==> src/rtl/hash_output_writer.sv <==
// Streams a finished SHA-256 digest to memory as eight 32-bit writes, H0 first,
// paced by a single-bit ready handshake from the memory side.
module hash_output_writer #(
   parameter int ADDR_WIDTH = 16,
   parameter int DATA_WIDTH = 32,
   parameter int NUM_WORDS  = 8
) (
   input  logic                            clock,
   input  logic                            reset,
   input  logic                            start,
   input  logic [ADDR_WIDTH-1:0]           output_base_address,
   input  logic [NUM_WORDS*DATA_WIDTH-1:0] hash_in,
   input  logic                            mem_ready,
   output logic                            mem_write_enable,
   output logic [ADDR_WIDTH-1:0]           mem_write_address,
   output logic [DATA_WIDTH-1:0]           mem_write_data,
   output logic                            busy,
   output logic                            done
);

   localparam int HASH_WIDTH  = NUM_WORDS * DATA_WIDTH;
   localparam int INDEX_WIDTH = $clog2(NUM_WORDS);
   localparam logic [INDEX_WIDTH-1:0] LAST_INDEX = INDEX_WIDTH'(NUM_WORDS - 1);

   typedef enum logic [1:0] {
      IDLE,
      WRITE,
      DONE
   } state_t;

   state_t                 state;
   logic [INDEX_WIDTH-1:0] word_index;
   logic [HASH_WIDTH-1:0]  shadow;

   // The shadow shifts left on each accept so the next word always sits
   // just below the top slot, avoiding a variable part-select.
   always_ff @(posedge clock) begin
      if (reset) begin
         state             <= IDLE;
         word_index        <= '0;
         shadow            <= '0;
         mem_write_enable  <= 1'b0;
         mem_write_address <= '0;
         mem_write_data    <= '0;
         busy              <= 1'b0;
         done              <= 1'b0;
      end else begin
         unique case (state)
            IDLE: begin
               if (start) begin
                  shadow            <= hash_in;
                  word_index        <= '0;
                  mem_write_address <= output_base_address;
                  mem_write_data    <= hash_in[HASH_WIDTH-1 -: DATA_WIDTH];
                  mem_write_enable  <= 1'b1;
                  busy              <= 1'b1;
                  state             <= WRITE;
               end
            end
            WRITE: begin
               if (mem_ready) begin
                  if (word_index == LAST_INDEX) begin
                     mem_write_enable <= 1'b0;
                     busy             <= 1'b0;
                     done             <= 1'b1;
                     state            <= DONE;
                  end else begin
                     word_index        <= word_index + 1'b1;
                     mem_write_address <= mem_write_address + 1'b1;
                     mem_write_data    <= shadow[HASH_WIDTH-DATA_WIDTH-1 -: DATA_WIDTH];
                     shadow            <= shadow << DATA_WIDTH;
                  end
               end
            end
            DONE: begin
               done  <= 1'b0;
               state <= IDLE;
            end
            default: state <= IDLE;
         endcase
      end
   end

endmodule

==> config.mk <==
export PLATFORM = sky130hd
export DESIGN_NAME = hash_output_writer
export DESIGN_NICKNAME = d
export VERILOG_FILES = /design/src/rtl/hash_output_writer.sv
export SDC_FILE = /design/constraint.sdc
export NUM_CORES = 1
export LEC_CHECK = 0
export CELL_PAD_IN_SITES_DETAIL_PLACEMENT = 1
export CELL_PAD_IN_SITES_GLOBAL_PLACEMENT = 1
export CORE_ASPECT_RATIO = 1.2
export CORE_MARGIN = 2
export CORE_UTILIZATION = 31
export DETAILED_ROUTE_END_ITERATION = 8
export GPL_ROUTABILITY_DRIVEN = 0
export GPL_TIMING_DRIVEN = 0
export PLACE_DENSITY = 0.76
export REMOVE_ABC_BUFFERS = 1
export SLEW_MARGIN = 10
export SYNTH_ARGS = -nofsm -noshare
export SYNTH_HDL_FRONTEND = slang
export SYNTH_SLANG_ARGS = --single-unit
export TNS_END_PERCENT = 10
==> constraint.sdc <==
create_clock -name clock -period 2.1 [get_ports clock]
set_clock_uncertainty 0.15 [all_clocks]
set_input_delay 0.42 -clock clock [delete_from_list [all_inputs] [get_ports clock]]
set_output_delay 0.42 -clock clock [all_outputs]
set_load 0.02 [all_outputs]
==> flow_summary.toml <==
[finish]
multi_input_area_um2 = 5930
syn_to_final_growth_pct = 55.6
final_cell_area_um2 = 18500
layout.nets = 2128
layout_common_cells = "nand2_1, clkdlybuf4s50_1, dfxtp_1"
fin_cells = 2364
layout_commonest_cell = "nand2_1"
fillers = 4396
drive_gt1_frac = 0.113
final-seq-area_um2 = 5600

[yosys]
avgSynthCellArea_um2 = 7.78
synth_edf_count = 0
netlist_instances = 1529
yosys_warnings = 0
synth_top_flop_cell = "dfxtp_1"
synth.yosys.seq_area_share = 0.469
syn_area_um2 = 11900
synth_cell_type_count = 43
yosys_register_bits = 279
async_flop_share = 0

[route]
drtIter0Drc = 640
wire_per_inst_um = 18.4
vias = 12400
viasPerCell = 5.26
drc = 0
firstDrtPassIters = 6
ant_nets = 0
finalWirelength_mm = 43.5

[pwr]
p_sw_frac = 0.266
p_per_area_nw_per_um2 = 819
fin_total_pwr_mw = 15.2
p_sw_mw = 4.03
p_int_mw = 11.1
seqPwrFrac = 0.399
power_leakage_nw = 7.09
clkPwrFrac = 0.398
comb_power_share = 0.203
max-vdd-ir-drop_uv = 486

[floorplan]
core-area_um2 = 37900
placement_rows = 78
die_h_um = 219
io_pins = 327
dieArea_um2 = 40000
start_util = 0.314
die_x_um = 183

[sta]
rsz0062_at_grt = "yes"
setup_viol = 208
fmax_mhz = 423
slew_headroom = 0.605
fin_ws_ps = -266
hold_violations = 0
max_slew.worst_pin.slew_ps = 593
slew_viol_final = 0
fin_crit_sh = 1.13
fin_crit_ps = 2370
holdWs_ps = 162

[global_routing]
grt_max_degree = 112
grt_usage = 0.204
antenna_found_initial = 11
grt_overflow_total = 0
grt_pass1_wl_mm = 66.2
grt_pass1_vias = 12700

[clocking]
insertion_delay_ps = 510
clk_pin_slew_ps = 60
hold_buffers = 0
numCtsBuffers = 34
cts-root-buf = "clkbuf_16"
cts_htree_levels = 2
clockBufferDepth = 3
cts.sinks = 279
cts_tree = "built"

[outcome]
violations = "setup timing"
status = "finished, violations left"

[worst_setup_path]
r2r_start = "word_index[0]"
worstRegToRegCells = 12
worstPathArrival_ps = 2620
worst-setup-path-type = "reg2reg"
r2r_end = "shadow[174]"
worstSetupEndpointType = "register"
reg2reg_slack_ps = -270
required_ps = 2360
startpoint_type = "register"
crit_fanout = 5

[worst_hold_path]
worstHoldEndpoint = "shadow[27]"
hold_class = "in2reg"
worst_hold_path.num_cells = 2
worstHoldStart = "reset"

[flow_run]
drv_cap = 0

[placed_design]
placed_cells = 2218
post-place-ws_ps = -1330
portBuffers = 326
dpl_cell_area_um2 = 15900
place_hpwl_mm = 26.1
-- cells by family after synthesis --
group | count (synthesis) | share of synthesized area
AO/OA/AOI/OAI | 307 | 0.213
flip-flops | 279 | 0.469
multiplexers | 1 | 0.000946
adder cells (fa/ha/maj) | 3 | 0.00315
buffers and inverters | 155 | 0.0544
AND/OR/NAND/NOR | 784 | 0.259
-- state kept, by name, indices dropped and copies added, names as in the netlist --
register           flops
mem_write_address     16
busy                   1
state                  2
shadow               224
word_index             3
done                   1
mem_write_data        32
-- how the worst max path moves through the flow --
stage / cells past startpoint / end / start
2_1_floorplan: 5 / mem_write_address[0] / word_index[0]
3_3_place_gp: 4 / mem_write_address[0] / start
3_5_place_dp: 10 / shadow[156] / mem_ready
4_1_cts: 12 / shadow[196] / word_index[1]
5_1_grt: 12 / shadow[174] / word_index[0]
6_report: 12 / shadow[174] / word_index[0]
-- metal layers --
metal  part of all wire  wire [µm]  track usage  up-vias
met4              0.027       1170       0.0808        0
met2               0.51      22200        0.362      266
met3              0.043       1890       0.0367       65
met5                  0          0            0        -
li1                   -          -            -     6041
met1               0.42      18200        0.244     6069
-- power groups by stage --
stage	sequential, mW	clock [mW]	combinational [mW]
floorplan	6.18	0	1.60
global placement	6.02	0	2.67
detailed placement	6.15	0	2.53
CTS	6.04	6.18	2.89
global route	6.11	6.43	3.36
finish	6.05	6.03	3.08
-- metrics by stage --
stage	utilization	TNS, ps
global placement	0.400	-5970970
finish	0.489	-31610
floorplan	-	-3940320
global route	0.489	-47770
CTS	0.473	-34210
detailed placement	0.421	-198520
-- critical path, stage by stage (launching register included) --
cell and delay [ps]:
dfxtp_2 340, ha_4 170, ha_4 160, nand3b_1 220
a21oi_4 210, buf_12 140, buf_16 100, buf_16 110
buf_16 120, buf_16 130, buf_16 120, nor2_1 50
a311oi_1 240
-- final cells by class --
cell class,count,area share
Tap cell,480,0.0324
Clock buffer,51,0.0550
Inverter,7,0.00142
Timing Repair Buffer,430,0.281
Antenna cell,11,0.00149
Clock inverter,9,0.00649
Sequential cell,279,0.302
Multi-Input combinational cell,1097,0.320
-- timing repair --
| item | 4_1_cts | 5_1_grt |
|---|---|---|
| setup endpoints to repair | 279 | 247 |
| resized for setup | 53 | 64 |
| pin swaps | 73 | 100 |
| setup buffers | 35 | 17 |
| gates cloned | 14 | 12 |
-- Yosys cell counts, types with 2 or more instances --
cell type	instances	area [µm²]
nand3_1	7	35.0
a22o_1	3	26.3
a311oi_1	226	1980
nand2b_1	4	25.0
nor2_1	273	1020
o21ai_0	6	30.0
a31oi_1	3	18.8
buf_1	8	30.0
and4_1	2	17.5
nand4_1	5	31.3
or2_2	2	12.5
a221o_1	2	20.0
dfxtp_1	279	5590
a32o_1	3	30.0
nor2b_1	3	18.8
nor4_1	4	25.0
a22oi_1	32	240
o31ai_1	4	30.0
and2_1	5	31.3
a21oi_1	16	80.1
inv_1	6	22.5
nand2_1	466	1750
nor3_1	5	25.0
clkbuf_1	90	338
o211ai_1	2	15.0
o2bb2ai_1	2	17.5
ha_1	3	37.5
buf_2	49	245
o21ai_1	5	25.0
(Power assumes the default switching activity.)
